`src/rtl/simmem_pkg.sv`:
```
// simmem_pkg
// Shared types and default constants for the simulated memory controller's
// delay bank. The entry state enum is used by the per-entry FSM and by the
// bank top level when it computes occupancy.
package simmem_pkg;

  // Life cycle of one tracked bank entry.
  typedef enum logic [1:0] {
    DlyFree       = 2'd0,
    DlyCounting   = 2'd1,
    DlyReleasable = 2'd2
  } delay_entry_state_e;

  // Cycles already spent in the input handshake and the bank output stage.
  // These are subtracted from every requested delay.
  localparam int unsigned DefaultMinLatency = 2;

  // Width of the requested delay, in cycles.
  localparam int unsigned DefaultDelayWidth = 6;

endpackage

```
`src/rtl/simmem_delay_entry.sv`:
```
// simmem_delay_entry
// One tracked entry of the delay bank: a FREE/COUNTING/RELEASABLE FSM with a
// down-counter that tells it when the requested delay has elapsed.
// Ports:
//   clk_i, rst_i   clock, synchronous active-high reset
//   load_i         (re)load this entry this cycle
//   load_delay_i   requested delay that goes with load_i
//   pause_i        freeze the counter this cycle
//   release_i      the response bank releases this entry this cycle
//   state_o        current (registered) state
//   release_en_o   entry is RELEASABLE
//   err_o          single-cycle protocol-error pulse
module simmem_delay_entry
  import simmem_pkg::*;
#(
  parameter int unsigned DelayWidth = DefaultDelayWidth,
  parameter int unsigned MinLatency = DefaultMinLatency
) (
  input  logic                  clk_i,
  input  logic                  rst_i,
  input  logic                  load_i,
  input  logic [DelayWidth-1:0] load_delay_i,
  input  logic                  pause_i,
  input  logic                  release_i,
  output delay_entry_state_e    state_o,
  output logic                  release_en_o,
  output logic                  err_o
);

  localparam logic [DelayWidth-1:0] MinLat = DelayWidth'(MinLatency);

  delay_entry_state_e    state_q, state_d;
  logic [DelayWidth-1:0] cnt_q, cnt_d;

  // State and counter registers.
  always_ff @(posedge clk_i) begin
    if (rst_i) begin
      state_q <= DlyFree;
      cnt_q   <= '0;
    end else begin
      state_q <= state_d;
      cnt_q   <= cnt_d;
    end
  end

  // Next-state logic. A load always wins, even over a same-cycle release.
  // Loads with a delay that fits inside MinLatency skip counting entirely.
  // The counter holds the number of cycles left before RELEASABLE, so the
  // value 1 is the last counting cycle.
  always_comb begin
    state_d = state_q;
    cnt_d   = cnt_q;
    err_o   = 1'b0;

    // A release only makes sense for an entry that is releasable.
    if (release_i && (state_q != DlyReleasable)) begin
      err_o = 1'b1;
    end

    if (load_i) begin
      // Overwriting a live entry is legal only if it is released in the same cycle.
      if ((state_q == DlyCounting) ||
          ((state_q == DlyReleasable) && !release_i)) begin
        err_o = 1'b1;
      end
      if (load_delay_i <= MinLat) begin
        state_d = DlyReleasable;
        cnt_d   = '0;
      end else begin
        state_d = DlyCounting;
        cnt_d   = load_delay_i - MinLat;
      end
    end else begin
      case (state_q)
        DlyCounting: begin
          if (!pause_i) begin
            if (cnt_q <= DelayWidth'(1)) begin
              state_d = DlyReleasable;
              cnt_d   = '0;
            end else begin
              cnt_d = cnt_q - DelayWidth'(1);
            end
          end
        end
        DlyReleasable: begin
          if (release_i) begin
            state_d = DlyFree;
          end
        end
        default: begin
          state_d = state_q;
        end
      endcase
    end
  end

  assign state_o      = state_q;
  assign release_en_o = (state_q == DlyReleasable);

endmodule

```
`src/rtl/simmem_delay_bank_mp.sv`:
```
// simmem_delay_bank_mp
// Multi-port delay bank. Each of Capacity entries tracks a programmable delay.
// Up to NumInPorts entries can be loaded per cycle. An entry raises its
// release enable once the delay has elapsed, and the response bank clears it
// by releasing the entry.
// Ports:
//   clk_i, rst_i        clock, synchronous active-high reset
//   in_valid_i          per-port load request
//   in_entry_i          per-port target entry index
//   in_delay_i          per-port requested delay, in cycles
//   pause_i             freeze every counting entry this cycle
//   released_onehot_i   entries released by the response bank this cycle
//   release_en_o        per-entry release enable
//   occupancy_o         number of entries that are not FREE
//   collision_err_o     sticky protocol-error flag
module simmem_delay_bank_mp
  import simmem_pkg::*;
#(
  parameter int unsigned Capacity   = 32,
  parameter int unsigned DelayWidth = DefaultDelayWidth,
  parameter int unsigned NumInPorts = 2,
  parameter int unsigned MinLatency = DefaultMinLatency
) (
  input  logic                                               clk_i,
  input  logic                                               rst_i,
  input  logic [NumInPorts-1:0]                              in_valid_i,
  input  logic [NumInPorts-1:0][$clog2(Capacity)-1:0]        in_entry_i,
  input  logic [NumInPorts-1:0][DelayWidth-1:0]              in_delay_i,
  input  logic                                               pause_i,
  input  logic [Capacity-1:0]                                released_onehot_i,
  output logic [Capacity-1:0]                                release_en_o,
  output logic [$clog2(Capacity+1)-1:0]                      occupancy_o,
  output logic                                               collision_err_o
);

  localparam int unsigned IdW  = $clog2(Capacity);
  localparam int unsigned OccW = $clog2(Capacity+1);

  logic [NumInPorts-1:0]                  port_in_range;
  logic                                   port_err;
  logic [Capacity-1:0]                    entry_load;
  logic [Capacity-1:0][DelayWidth-1:0]    entry_delay;
  logic [Capacity-1:0]                    entry_err;
  logic [Capacity-1:0]                    entry_busy_next;
  delay_entry_state_e                     entry_state [Capacity];
  logic [OccW-1:0]                        occ_next;
  logic [OccW-1:0]                        occ_q;
  logic                                   err_q;

  // Range check on the entry index. An extra bit makes the comparison
  // meaningful when Capacity is not a power of two.
  always_comb begin
    port_in_range = '0;
    for (int p = 0; p < NumInPorts; p++) begin
      port_in_range[p] = ({1'b0, in_entry_i[p]} < (IdW+1)'(Capacity));
    end
  end

  // Port-to-entry decode. Ports are scanned from highest to lowest index so
  // that the lowest-index port targeting an entry supplies its delay.
  always_comb begin
    entry_load  = '0;
    entry_delay = '0;
    for (int e = 0; e < Capacity; e++) begin
      for (int p = NumInPorts - 1; p >= 0; p--) begin
        if (in_valid_i[p] && port_in_range[p] && (in_entry_i[p] == IdW'(e))) begin
          entry_load[e]  = 1'b1;
          entry_delay[e] = in_delay_i[p];
        end
      end
    end
  end

  // Port-level protocol errors: out-of-range targets, and two valid ports
  // hitting the same entry in one cycle.
  always_comb begin
    port_err = 1'b0;
    for (int p = 0; p < NumInPorts; p++) begin
      if (in_valid_i[p] && !port_in_range[p]) begin
        port_err = 1'b1;
      end
      for (int q = 0; q < p; q++) begin
        if (in_valid_i[p] && in_valid_i[q] && port_in_range[p] && port_in_range[q] &&
            (in_entry_i[p] == in_entry_i[q])) begin
          port_err = 1'b1;
        end
      end
    end
  end

  for (genvar e = 0; e < Capacity; e++) begin : g_entry
    simmem_delay_entry #(
      .DelayWidth (DelayWidth),
      .MinLatency (MinLatency)
    ) u_entry (
      .clk_i        (clk_i),
      .rst_i        (rst_i),
      .load_i       (entry_load[e]),
      .load_delay_i (entry_delay[e]),
      .pause_i      (pause_i),
      .release_i    (released_onehot_i[e]),
      .state_o      (entry_state[e]),
      .release_en_o (release_en_o[e]),
      .err_o        (entry_err[e])
    );
  end

  // Predict which entries will be busy next cycle. Registering the popcount
  // of that prediction keeps occupancy_o aligned with the entry states.
  // Only a load makes an entry busy, and only a legal release frees it.
  always_comb begin
    entry_busy_next = '0;
    occ_next        = '0;
    for (int e = 0; e < Capacity; e++) begin
      if (entry_load[e]) begin
        entry_busy_next[e] = 1'b1;
      end else if ((entry_state[e] == DlyReleasable) && released_onehot_i[e]) begin
        entry_busy_next[e] = 1'b0;
      end else begin
        entry_busy_next[e] = (entry_state[e] != DlyFree);
      end
      occ_next = occ_next + OccW'(entry_busy_next[e]);
    end
  end

  // Occupancy register and sticky collision flag. Only reset clears the flag.
  always_ff @(posedge clk_i) begin
    if (rst_i) begin
      occ_q <= '0;
      err_q <= 1'b0;
    end else begin
      occ_q <= occ_next;
      err_q <= err_q | port_err | (|entry_err);
    end
  end

  assign occupancy_o     = occ_q;
  assign collision_err_o = err_q;

endmodule

```
`config.mk`:
```
export PLATFORM = sky130hd
export DESIGN_NAME = simmem_delay_bank_mp
export DESIGN_NICKNAME = d
export VERILOG_FILES = /design/src/rtl/simmem_pkg.sv /design/src/rtl/simmem_delay_entry.sv /design/src/rtl/simmem_delay_bank_mp.sv
export SDC_FILE = /design/constraint.sdc
export NUM_CORES = 1
export LEC_CHECK = 0
export BUFFER_PORTS_ARGS = -buffer_cell sky130_fd_sc_hd__buf_2
export CORE_ASPECT_RATIO = 1.75
export CORE_MARGIN = 2
export CORE_UTILIZATION = 45
export DETAILED_ROUTE_END_ITERATION = 16
export MAX_ROUTING_LAYER = met4
export PLACE_DENSITY = 0.59
export SETUP_SLACK_MARGIN = 0.2
export SLEW_MARGIN = 20
export SYNTH_ARGS = -nofsm -noshare
export SYNTH_HDL_FRONTEND = slang
export SYNTH_SLANG_ARGS = --single-unit
```
`constraint.sdc`:
```
create_clock -name clk_i -period 6.65 [get_ports clk_i]
set_input_delay 0.3325 -clock clk_i [delete_from_list [all_inputs] [get_ports clk_i]]
set_output_delay 0.3325 -clock clk_i [all_outputs]
set_load 0.005 [all_outputs]
```
==> run summary <==
Summed over all layers, the routed wires come to 107,000 µm. Largest area contributor in the synthesized netlist: dfxtp_1. The minimum clock period after layout is 5830 ps. Using the TritonRoute via totals, the vias-per-cell ratio works out to 6.70.

The path with the worst hold slack has its endpoint at g_entry[9].u_entry.state_o[0]. The slew at the pin with the worst max-slew slack was 1130 ps; the fraction of synthesis flops using an asynchronous set or reset pin was 0%. The post-synthesis area per instance is 7.68 µm², and the final clock skew is 13.2 ps. Required time reported for the critical path endpoint: 7130 ps. Buffers inserted to repair hold after CTS numbered 0. The most numerous cell on the critical path is fa_1.

Number of antenna violations at the first check in global routing: 9. STA classifies the critical path startpoint as a flip-flop. The cell area after technology mapping is 24,600 µm². The tools report the total DRC errors in the routed layout as 0.

Across the VDD grid, the largest voltage drop is 0.432 mV. For the length of the first detailed-routing pass in iterations, the log shows 6. From synthesis to final layout, the design area changed by 8.66%. In this run the post-CTS setup repair buffer count came out at 0. At the worst endpoint, the arrival time is 6310 ps.

The most common cell after layout, fill and taps aside is nor2_1. Timing would allow up to 172 MHz. Setup repair after global routing left no endpoint under its margin. The wire length per cell after detailed routing is 27.1 µm. The run gives 25,600 as the via count of the first global-routing pass. The global-route congestion overflow total was 0; the total power was 0.00638 W. In this run the biggest area consumer among cell types represents 21.4% of the synthesized area. Leaving out filler cells and counting taps, the final layout contains 3,931.

The sequential element share of the synthesized area was 21.4%. For this run, the leading register cell type out of synthesis is dfxtp_1. The run finished with clean final reports. The initialized floorplan defines 113 standard-cell rows. The run gives 263 as the total number of clock tree sinks.

In the global route stage, overall resource usage came out at 37.5%. The CTS H-tree depth was 1. In the synthesized netlist, the number of instances is 3,199. Nature of the critical path endpoint: a flip-flop.

The half-perimeter wire length after placement is 78,500 µm. In the final layout, the share of cells above drive strength 1 is 10.4%. For the total clock buffers created by CTS, the log shows 31.

The number of nets in the final layout is 3,488, and the register bit total from synthesis is 263. The first-pass GRT wire length was 158,000 µm; the initial core utilization was 45.3%. By startpoint and endpoint, the worst setup path is classified as reg2reg.

For the number of slew-limit violations in the final report, the log shows 0. TritonCTS built the clock tree. The logs give 49.3% for the share of the core filled with cells in the final layout and 54,200 µm² for the area inside the core boundary.

From bottom edge to top edge, the die measures 313 µm. In this run the horizontal extent of the chip is 181 µm. The worst flop-to-flop path startpoint is g_entry[15].u_entry.state_o[0].

Entering global routing, the biggest net connects 71 pins. For this block, the via count after detailed routing is 26,400. The headroom to the max-slew limit was 24.1%.

Largest fanout on the critical path: 5. The run gives 0 ps as the setup total negative slack. The source of the worst hold timing path was rst_i. The tightest min-delay check is of the in2reg type. Total I/O pin count: 98. Measured in cells, the most critical reg-to-reg path has a length of 18. In this run, the number of DRC markers left after iteration 0 of detailed routing was 2,570. The area enclosed by the die boundary is 56,500 µm², and the net count after synthesis is 3,481.

The tools report the buffer cell driving the clock tree root as clkbuf_16. At the later pin of the worst-skew pair, clock insertion delay measures 620 ps. For flop-to-flop paths, the worst setup slack is 820 ps.

The logs give 5,395 for the count of fill cells added during filler insertion and 0 for the yosys synthesis warning count. The number of distinct library cell variants in the gate-level netlist after synthesis is 100. The congestion estimate from routability-driven global placement came to 1.08. Setup violations remaining at the end of the flow were counted as 0.

The number of routed nets with antenna violations was 0. The critical path goes through inv_1 -> ha_1 -> a21oi_1 -> nor2_1 -> fa_1 -> fa_1 -> fa_1 -> inv_1 -> fa_1 -> fa_1 -> inv_1 -> fa_1 -> inv_1 -> fa_1 -> a21o_1 -> a21oi_1 -> xor2_1 -> nor2_1. The worst hold margin came out at 113 ps. Of the available clock period, the critical path in the final layout requires 87.6%. The tool flagged a number of max-cap violations equal to 0. Clock-pin slew was measured on the worst setup and hold paths at 70 ps. The hold-critical path depth was 2; the number of buffers between clock root and the deepest sink was 3. The endpoint identified for the worst register-to-register timing path is occupancy_o[4]. The largest single stage delay on the critical path is 600 ps. Sorting the synthesized cells by area gives the leading types as dfxtp_1 21%, ha_1 10%, a22oi_1 6.0%, nor2_1 4.8%, a21oi_1 4.1%.

The tools report the post-cts resize count as 0. The number of enable-type register cells in the synthesized netlist was 0; the leakage component of the power was 10.1 nW. Quantity of I/O buffers inserted on ports: 97. The largest individual stage delay along the critical path comes from the cell fa_1.

The top cell types in the final layout, fill and taps aside, are 312 x nor2_1, 263 x dfxtp_1, 249 x inv_1. The cell total after placement was 3,863. For the hold violation total from the final report, the log shows 0. Dividing total power by cell area gives a power density of 239 nW/µm².
power breakdown:
part           switching [W]  internal [W]
clock network       0.000779       0.00102
registers          0.0000929       0.00169
logic                0.00170       0.00110
total                0.00257       0.00381
synth_stat cells (11+ instances only):
master     number
a211oi_1       69
a211oi_2       22
a21o_1         25
a21oi_1       202
a221oi_1       29
a22o_1         66
a22oi_1       196
a31oi_1        40
and2_1         18
and3_1         13
and4_1         14
buf_2          44
buf_4          41
clkbuf_1      115
dfxtp_1       263
fa_1           24
ha_1          199
inv_1         249
nand2_1       142
nand2b_1       36
nand3_1        68
nor2_1        312
nor2b_1        38
nor3_1        155
nor3b_1        11
nor4_1         16
o2111ai_1      18
o211a_1        20
o21a_1         24
o21ai_0       202
o221ai_1       26
o22ai_1        54
o31ai_1        32
o41ai_1        29
or2_2          12
or3_1          36
xnor2_1        61
xor2_1         48
worst max-delay path, delay by kind of cell (launching register included):
family          cells  cell delay (ps)
flops               1              360
xor+xnor            1              160
fa+ha+maj           8             3720
buf+inv             4              280
simple gates        2              280
compound gates      3              900
per-stage QoR:
step / cell area [µm²] / setup slack [ps]
6_report: 26700 / 823
3_3_place_gp: 25600 / 616
3_5_place_dp: 25600 / 483
2_1_floorplan: 24600 / 844
5_1_grt: 26700 / 617
4_1_cts: 26700 / 877
layer usage:
| layer | GRT usage [%] | up-vias | share of wire, % |
|---|---|---|---|
| met2 | 60.9 | 1291 | 47 |
| met5 | - | - | 0 |
| met4 | 30.3 | 0 | 9.6 |
| met1 | 40.0 | 12600 | 36 |
| met3 | 6.68 | 481 | 7.8 |
| li1 | - | 12000 | - |
area by class of cell:
cell class | count | area (µm²) | area share (%)
Sequential cell | 263 | 5270 | 19.7
Inverter | 251 | 942 | 3.53
Clock buffer | 43 | 901 | 3.38
Clock inverter | 15 | 138 | 0.516
Timing Repair Buffer | 185 | 1150 | 4.32
Antenna cell | 10 | 25.0 | 0.0938
Tap cell | 690 | 863 | 3.24
Multi-Input combinational cell | 2474 | 17400 | 65.2
worst max path at each step:
stage / from / to / slack, ps / cells after the start
final: g_entry[15].u_entry.state_o[0] / occupancy_o[4] / 820 / 18
after global routing: g_entry[15].u_entry.state_o[0] / occupancy_o[4] / 620 / 18
after detailed placement: in_entry_i[6] / occupancy_o[4] / 480 / 17
after global placement: in_entry_i[6] / occupancy_o[4] / 620 / 17
after CTS: g_entry[15].u_entry.state_o[0] / occupancy_o[4] / 880 / 18
after floorplan: in_entry_i[1] / occupancy_o[4] / 840 / 19
sequential cells by signal, indices dropped and copies added, names as in the netlist:
| name | count |
|---|---|
| g_entry.u_entry.state_o | 64 |
| occupancy_o | 6 |
| collision_err_o | 1 |
| g_entry.u_entry.cnt_q | 192 |
logic make-up after synthesis:
group,share of synthesized area [%]
AOI/OAI and AO/OA,35.0
and+or+nand+nor,19.3
buffers and inverters,7.95
muxes,0.301
adders and majority gates,12.1
DFF,21.4
xor gates and xnor gates,3.89
Note: power is estimated with default switching activity, not from simulation.
